[config.mk]
export PLATFORM = sky130hd
export DESIGN_NAME = video_timing_ctrl
export DESIGN_NICKNAME = d
export VERILOG_FILES = /design/src/rtl/video_pkg.sv /design/src/rtl/video_timing_ctrl_wrap_counter.sv /design/src/rtl/video_timing_ctrl.sv
export SDC_FILE = /design/constraint.sdc
export NUM_CORES = 1
export LEC_CHECK = 0
export CAP_MARGIN = 10
export CORE_MARGIN = 10
export CORE_UTILIZATION = 49
export DETAILED_ROUTE_END_ITERATION = 10
export GPL_ROUTABILITY_DRIVEN = 0
export PLACE_DENSITY = 0.77
export SLEW_MARGIN = 20
export SYNTH_ARGS = -nofsm -noshare
export SYNTH_HDL_FRONTEND = slang
export SYNTH_SLANG_ARGS = --single-unit
export TNS_END_PERCENT = 30
[constraint.sdc]
create_clock -name in_clk -period 3 [get_ports in_clk]
set_input_delay 0.6 -clock in_clk [delete_from_list [all_inputs] [get_ports in_clk]]
set_output_delay 0.6 -clock in_clk [all_outputs]
set_load 0.02 [all_outputs]
[src/rtl/video_pkg.sv]
// Shared state type, standard raster timing sets and period helper for the
// video timing controller.
package video_pkg;

  typedef enum logic [1:0] {IDLE, RUN, DRAIN} t_vid_state;

  function automatic int vid_total(input int active, input int front,
                                   input int sync, input int back);
    return active + front + sync + back;
  endfunction

  // 1920x1080 @ 60 Hz
  localparam int VID1080_HPIX    = 1920;
  localparam int VID1080_H_FRONT = 88;
  localparam int VID1080_H_SYNC  = 44;
  localparam int VID1080_H_BACK  = 148;
  localparam int VID1080_VPIX    = 1080;
  localparam int VID1080_V_FRONT = 4;
  localparam int VID1080_V_SYNC  = 5;
  localparam int VID1080_V_BACK  = 36;

  // 1280x720 @ 60 Hz
  localparam int VID720_HPIX     = 1280;
  localparam int VID720_H_FRONT  = 110;
  localparam int VID720_H_SYNC   = 40;
  localparam int VID720_H_BACK   = 220;
  localparam int VID720_VPIX     = 720;
  localparam int VID720_V_FRONT  = 5;
  localparam int VID720_V_SYNC   = 5;
  localparam int VID720_V_BACK   = 20;

  // 640x480 @ 60 Hz
  localparam int VID480_HPIX     = 640;
  localparam int VID480_H_FRONT  = 16;
  localparam int VID480_H_SYNC   = 96;
  localparam int VID480_H_BACK   = 48;
  localparam int VID480_VPIX     = 480;
  localparam int VID480_V_FRONT  = 10;
  localparam int VID480_V_SYNC   = 2;
  localparam int VID480_V_BACK   = 33;

endpackage

[src/rtl/video_timing_ctrl_wrap_counter.sv]
// Modulo-MAX counter with synchronous clear; out_wrap flags the enabled
// cycle in which the count returns to zero.
module wrap_counter
  import video_pkg::*;
#(
  parameter int MAX  = 16,
  parameter int BITS = $clog2(MAX)
) (
  input  logic            in_clk,
  input  logic            in_rst,
  input  logic            in_clear,
  input  logic            in_enable,
  output logic [BITS-1:0] out_value,
  output logic            out_wrap
);

  localparam logic [BITS-1:0] LAST = BITS'(MAX - 1);

  assign out_wrap = in_enable && (out_value == LAST);

  always_ff @(posedge in_clk or negedge in_rst) begin
    if (!in_rst) begin
      out_value <= '0;
    end else if (in_clear) begin
      out_value <= '0;
    end else if (in_enable) begin
      out_value <= out_wrap ? '0 : out_value + BITS'(1);
    end
  end

endmodule

[src/rtl/video_timing_ctrl.sv]
// Raster timing generator: h/v counters address the pixel source, and the
// returned pixel is registered together with delay-matched syncs and strobes.
module video_timing_ctrl
  import video_pkg::*;
#(
  parameter int RED_BITS   = 5,
  parameter int GREEN_BITS = 6,
  parameter int BLUE_BITS  = 5,
  parameter int PIXEL_BITS = RED_BITS + GREEN_BITS + BLUE_BITS,
  parameter int HPIX       = VID1080_HPIX,
  parameter int H_FRONT    = VID1080_H_FRONT,
  parameter int H_SYNC     = VID1080_H_SYNC,
  parameter int H_BACK     = VID1080_H_BACK,
  parameter int VPIX       = VID1080_VPIX,
  parameter int V_FRONT    = VID1080_V_FRONT,
  parameter int V_SYNC     = VID1080_V_SYNC,
  parameter int V_BACK     = VID1080_V_BACK,
  parameter bit SYNC_POL   = 1'b1,
  parameter int HCTR_BITS  = $clog2(HPIX),
  parameter int VCTR_BITS  = $clog2(VPIX),
  parameter int FRAME_BITS = 16
) (
  input  logic                  in_clk,
  input  logic                  in_rst,
  input  logic                  in_enable,
  input  logic [PIXEL_BITS-1:0] in_pattern,
  output logic [HCTR_BITS-1:0]  out_hpix,
  output logic [VCTR_BITS-1:0]  out_vpix,
  output logic [PIXEL_BITS-1:0] out_pixel,
  output logic                  out_hsync,
  output logic                  out_vsync,
  output logic                  out_active,
  output logic                  out_line_start,
  output logic                  out_frame_start,
  output logic                  out_running,
  output logic [FRAME_BITS-1:0] out_frame
);

  localparam int H_TOTAL = vid_total(HPIX, H_FRONT, H_SYNC, H_BACK);
  localparam int V_TOTAL = vid_total(VPIX, V_FRONT, V_SYNC, V_BACK);
  localparam int HB      = $clog2(H_TOTAL);
  localparam int VB      = $clog2(V_TOTAL);

  localparam logic [HB-1:0] H_ACT  = HB'(HPIX);
  localparam logic [HB-1:0] HS_ON  = HB'(HPIX + H_FRONT);
  localparam logic [HB-1:0] HS_OFF = HB'(HPIX + H_FRONT + H_SYNC);
  localparam logic [VB-1:0] V_ACT  = VB'(VPIX);
  localparam logic [VB-1:0] VS_ON  = VB'(VPIX + V_FRONT);
  localparam logic [VB-1:0] VS_OFF = VB'(VPIX + V_FRONT + V_SYNC);

  t_vid_state    state;
  logic [HB-1:0] h;
  logic [VB-1:0] v;
  logic          h_wrap;
  logic          v_wrap;
  logic          counting;
  logic          active0;
  logic          hsync0;
  logic          vsync0;

  assign counting = (state != IDLE);

  // Counters sit at zero while idle so every start presents (0,0) first.
  wrap_counter #(.MAX(H_TOTAL), .BITS(HB)) u_hcount (
    .in_clk    (in_clk),
    .in_rst    (in_rst),
    .in_clear  (!counting),
    .in_enable (counting),
    .out_value (h),
    .out_wrap  (h_wrap)
  );

  wrap_counter #(.MAX(V_TOTAL), .BITS(VB)) u_vcount (
    .in_clk    (in_clk),
    .in_rst    (in_rst),
    .in_clear  (!counting),
    .in_enable (h_wrap),
    .out_value (v),
    .out_wrap  (v_wrap)
  );

  assign active0  = counting && (h < H_ACT) && (v < V_ACT);
  assign hsync0   = counting && (h >= HS_ON) && (h < HS_OFF);
  assign vsync0   = counting && (v >= VS_ON) && (v < VS_OFF);
  assign out_hpix = active0 ? HCTR_BITS'(h) : '0;
  assign out_vpix = active0 ? VCTR_BITS'(v) : '0;

  // Stop requests are deferred to the end-of-frame wrap via DRAIN.
  always_ff @(posedge in_clk or negedge in_rst) begin
    if (!in_rst) begin
      state       <= IDLE;
      out_running <= 1'b0;
      out_frame   <= '0;
    end else begin
      if (v_wrap) begin
        out_frame <= out_frame + FRAME_BITS'(1);
      end
      case (state)
        IDLE: begin
          if (in_enable) begin
            state       <= RUN;
            out_running <= 1'b1;
          end
        end
        RUN: begin
          if (!in_enable) begin
            state <= DRAIN;
          end
        end
        DRAIN: begin
          if (in_enable) begin
            state <= RUN;
          end else if (v_wrap) begin
            state       <= IDLE;
            out_running <= 1'b0;
          end
        end
        default: begin
          state       <= IDLE;
          out_running <= 1'b0;
        end
      endcase
    end
  end

  always_ff @(posedge in_clk or negedge in_rst) begin
    if (!in_rst) begin
      out_pixel       <= '0;
      out_active      <= 1'b0;
      out_hsync       <= ~SYNC_POL;
      out_vsync       <= ~SYNC_POL;
      out_line_start  <= 1'b0;
      out_frame_start <= 1'b0;
    end else begin
      out_pixel       <= active0 ? in_pattern : '0;
      out_active      <= active0;
      out_hsync       <= hsync0 ^ ~SYNC_POL;
      out_vsync       <= vsync0 ^ ~SYNC_POL;
      out_line_start  <= active0 && (h == '0);
      out_frame_start <= active0 && (h == '0) && (v == '0);
    end
  end

endmodule

# Word-level counts from Yosys, hierarchy flattened
# Index checks and enable logic that the tools add are counted.
dict set report classes {
  addsub 3
  n_lt_le_gt_ge 6
  n_eq_ne 10
  muxes 17
  bitwise 1
  n_reduce_logical 16
}
# operator count
set op_table {}
lappend op_table {{$mux 11} 5}
lappend op_table {{$mux 12} 2}
lappend op_table {{$lt 11x11->1 const B} 2}
lappend op_table {{$add 16x1->16 const B} 1}
lappend op_table {{$mux 16} 1}
lappend op_table {{$add 12x1->12 const B} 1}
lappend op_table {{$eq 12x12->1 const B} 1}
lappend op_table {{$ge 12x11->1 const B} 1}
lappend op_table {{$logic_not 12->1} 1}
lappend op_table {{$lt 12x11->1 const B} 1}
lappend op_table {{$lt 12x12->1 const B} 1}
lappend op_table {{$add 11x1->11 const B} 1}
lappend op_table {{$eq 11x11->1 const B} 1}
lappend op_table {{$ge 11x11->1 const B} 1}
lappend op_table {{$logic_not 11->1} 1}
lappend op_table {{$logic_and 1x1->1} 10}
lappend op_table {{$mux 2} 4}
lappend op_table {{$ne 2x2->1 const B} 3}
lappend op_table {{$pmux 2 s3} 1}
lappend op_table {{$ne 2x1->1 const B} 2}
lappend op_table {{$reduce_and 4->1} 1}
lappend op_table {{$mux 1} 3}
lappend op_table {{$ne 3x2->1 const B} 1}
lappend op_table {{$pmux 1 s3} 1}
lappend op_table {{other kinds (6)} 6}
dict set report totals {
  ff_bits 63
  inputBits 19
  out_inout_bits 60
  elab_cells 64
}

# Depth between registers and ports, before layout
dict set report depth {
  word_depth 6
  mapped_depth 7
  ltp_nobuf 6
}

# Hierarchy
# A second synthesis with hierarchy kept.
dict set report unflattened {
  cells_unflattened 301
  hier_area_um2 3174.3
}
# module instances cells_each area_each_um2 seq_area_each_um2
set modules_own_cells {}
lappend modules_own_cells {video_timing_ctrl 1 161 1780.5 1001.0}
lappend modules_own_cells {{wrap_counter (u_hcount)} 1 74 733.2 300.3}
lappend modules_own_cells {{wrap_counter (u_vcount)} 1 66 660.6 275.3}

# Worst setup path after synthesis
# Ideal clock, no wire load.
dict set report synth_timing {
  path_kind {flip-flop to output port}
  startpoint {register u_vcount.out_value[6]}
  endpoint {output out_hpix[0]}
  arrival_time_ns 1.842
  t_required_ns 2.400
  setup_slack_ns 0.558
  stages_incl_launch_ff 7
  path_buffers 2
  cell_sequence {dfrtp_1 clkbuf_1 nor4_1 a21oi_1 nor4b_1 clkbuf_1 and2_1}
}
dict set report synth_via {
  elab_chain_len 3
}
# element line
set synth_rtl {}
lappend synth_rtl {{start, declared} video_timing_ctrl_wrap_counter.sv:13} ;# output logic [BITS-1:0] out_value,
lappend synth_rtl {{start signal, assigned} video_timing_ctrl_wrap_counter.sv:27} ;# out_value <= out_wrap ? '0 : out_value + BITS'(1);
lappend synth_rtl {{$lt 11x11->1} video_timing_ctrl.sv:82} ;# assign active0 = counting && (h < H_ACT) && (v < V_ACT);
lappend synth_rtl {{$logic_and 1x1->1} video_timing_ctrl.sv:82}
lappend synth_rtl {{$mux 11} video_timing_ctrl.sv:85} ;# assign out_hpix = active0 ? HCTR_BITS'(h) : '0;
lappend synth_rtl {{end, declared} video_timing_ctrl.sv:27} ;# output logic [HCTR_BITS-1:0] out_hpix,
# No other way between the ends.

# Worst setup path after layout
dict set report layout_timing {
  startpoint {register u_vcount.out_value[7]}
  endpoint {output out_vpix[1]}
}
dict set report layout_via {
  elab_chain_len 3
}
# element line
set layout_rtl {}
lappend layout_rtl {{$lt 11x11->1} video_timing_ctrl.sv:82}
lappend layout_rtl {{$logic_and 1x1->1} video_timing_ctrl.sv:82}
lappend layout_rtl {{$mux 11} video_timing_ctrl.sv:86} ;# assign out_vpix = active0 ? VCTR_BITS'(v) : '0;
lappend layout_rtl {{end, declared} video_timing_ctrl.sv:28} ;# output logic [VCTR_BITS-1:0] out_vpix,
# No other way between the ends.

==> flow_summary.toml <==
[grt]
grt_max_degree = 64
antenna_found_initial = 0
grt.overflow.total = 0
grt_pass1_wl_mm = 12.8
grtUsageTotal_pct = 15.7
first_global_vias = 2465

[logic_synthesis]
yosys.cell_types.count = 38
async_flop_share_pct = 100
postSynthCellCount = 306
synth_top_area_share_pct = 51.0
syn_area_per_cell_um2 = 10.1
yosysMostFrequentCell = "dfrtp_1"
ys_ff_latch = 63
syn_nets = 330
synth_ff_type = "dfrtp_1"
synth_warnings = 0
synthTopCellsByCount = "dfrtp_1, and2_1, nor2_1"
synthTopCellsByArea = "dfrtp_1, and2_1, xor2_1"
yosysTopAreaCell = "dfrtp_1"
synth_edf_count = 0
netlist_area_mm2 = 0.00309
yosysSeqAreaShare_pct = 51.0

[die]
die_h_um = 99.4
rows = 28
start_util_pct = 51.3
die_area_mm2 = 0.00988
core_area_mm2 = 0.00603
die_x_um = 99.4
boundaryPins = 79

[route]
vias = 2528
antenna_left = 0
drt-initial-drc-count = 109
first_pass_iters = 4
vias_per_cell = 5.39
drc_errors = 0
wirelength_mm = 7.60
routedWlPerCell_um = 16.2

[placement]
post-place-cells = 452
port_buffers = 78
dp_hpwl_mm = 5.48

[sta]
max_slew_margin_pct = 47.1
rsz0062_at_grt = "true"
drv_slew = 0
setup_viol = 0
finalHoldViolCount = 0
fin_setup_tns_ns = 0
fin_crit_sh_pct = 94.2
fin_worst_skew_ns = 0.00437
max_freq_mhz = 354
tightest_slew_ns = 0.794
fin_crit_ns = 2.83

[power]
p_per_area_mw_per_mm2 = 460
p_leak_uw = 0.00187
irDropWorstVdd_mv = 0.345

[cts]
cts_buffers = 9
cts_sinks = 63
cts_hold_buf = 0
cts_buffer_depth = 2
clkTransAtPathRegs_ns = 0.07
cts_tree = "yes"
clock_latency_ns = 0.32
root_buffer = "clkbuf_8"
h-tree-depth = 3

[worst_setup_path]
required_ns = 2.40
path_class = "reg -> out"
start_kind = "flip-flop"
r2r_slack_ns = 0.59
arrival_ns = 2.23
critPathCaptureType = "output port"
worst-path-max-fanout = 10

[cells_and_area]
multiInputGateArea_mm2 = 0.00140
diodes = 0
regArea_mm2 = 0.00158
area_delta_synth_final_pct = 33.5
fin_nets = 414
layout-drive-gt1-share_pct = 12.4
finalNonFillerCells = 469
fill_cells = 490

[run]
max_cap_violations = 0

[worst_hold_path]
hp-class = "in -> async"

[outcome]
outcome = "complete, no violations"
==> cell type report <==
cell class / count / share of cell area (%)
flip-flops and latches: 63 / 38.2
multi-input cells: 214 / 33.9
repair buffers: 92 / 19.9
clock buffers: 12 / 3.76
well taps: 75 / 2.27
clock inverters: 3 / 1.03
inverters: 10 / 0.910
==> timing repair <==
action,in CTS,in global routing
cloned,0,0
gates resized for setup,23,30
buffers inserted,1,1
setup endpoints to repair,22,22
pin swaps,1,1
==> worst max-delay path, stage by stage (launching register included) <==
cell and delay [ns]:
dfrtp_1 0.46, nor4_2 0.32, a21oi_1 0.12, nor4b_2 0.34, buf_4 0.23, and2_1 0.13
clkdlybuf4s15_1 0.30
==> sequential cells by signal (all words and copies together) (netlist names) <==
| signal | count |
|---|---|
| u_hcount.out_value | 12 |
| out_line_start | 1 |
| out_hsync | 1 |
| out_frame | 16 |
| out_vsync | 1 |
| out_pixel | 16 |
| out_running | 1 |
| out_frame_start | 1 |
| u_vcount.out_value | 11 |
| state | 2 |
| out_active | 1 |
==> power breakdown <==
group	switching (µW)	total, µW	internal (µW)
clock	308	731	423
combinational	134	252	118
sequential	24.8	913	888
total	467	1900	1430
==> metal layers <==
| metal | vias to the layer above | track usage [%] | wire, µm | share of wire (%) |
|---|---|---|---|---|
| met3 | 6 | 4.98 | 574 | 7.6 |
| met1 | 1214 | 20.4 | 3320 | 44 |
| met4 | 0 | 6.17 | 63 | 0.83 |
| met5 | - | 0 | 0 | 0 |
| li1 | 1231 | - | - | - |
| met2 | 77 | 23.7 | 3650 | 48 |
==> logic make-up after synthesis <==
logic type,Yosys count,share of synthesized area [%]
AO/OA/AOI/OAI,30,6.16
XOR/XNOR,27,7.66
adder cells (fa/ha/maj),5,2.03
buffers and inverters,29,4.13
flip-flops,63,51.0
multiplexers,1,0.364
AND/OR/NAND/NOR,151,28.6
==> worst paths after layout <==
path | end | cells past startpoint | startpoint
setup / recovery | out_vpix[1] | 6 | u_vcount.out_value[7]
hold / removal | u_vcount.out_value[0] | 2 | in_rst
setup reg to reg | out_frame[1] | 4 | u_hcount.out_value[3]
hold reg to reg | out_frame[15] | 1 | out_frame[15]
max in group asynchronous | out_pixel[2] | 2 | in_rst
min in group in_clk | out_frame[15] | 1 | out_frame[15]
==> through the flow <==
| stage | total power [µW] | worst slack (ns) | util (%) | cell area (µm²) | hold slack [ns] |
|---|---|---|---|---|---|
| global placement | 1180 | 0.202 | 65.8 | 3970 | 0.460 |
| floorplan | 1040 | 0.558 | - | 3090 | 0.304 |
| global route | 1980 | -0.0172 | 68.5 | 4130 | 0.505 |
| detailed placement | 1190 | 0.107 | 65.8 | 3970 | 0.467 |
| CTS | 1920 | 0.0451 | 68.9 | 4150 | 0.447 |
| finish | 1900 | 0.173 | 68.5 | 4130 | 0.423 |
==> cells in the final DEF, fill, tap and decap left out, drive strengths merged, types with 4 or more instances in the layout <==
master         netlist  routed
clkdlybuf4s15        0       8
a31oi               13      13
nand2               13      13
xor2                18      18
nor3                11      11
nand3               17      17
ha                   5       5
nor4                12      12
inv                 10      10
nor2                22      22
buf                  5      15
o21ai                4       4
and2                42      42
clkdlybuf4s50        0      55
xnor2                9       9
nand4                8       8
and3                 8       8
clkbuf              14      23
a21oi                4       4
dfrtp               63      63
No activity file was read; power rests on OpenSTA's default activity.
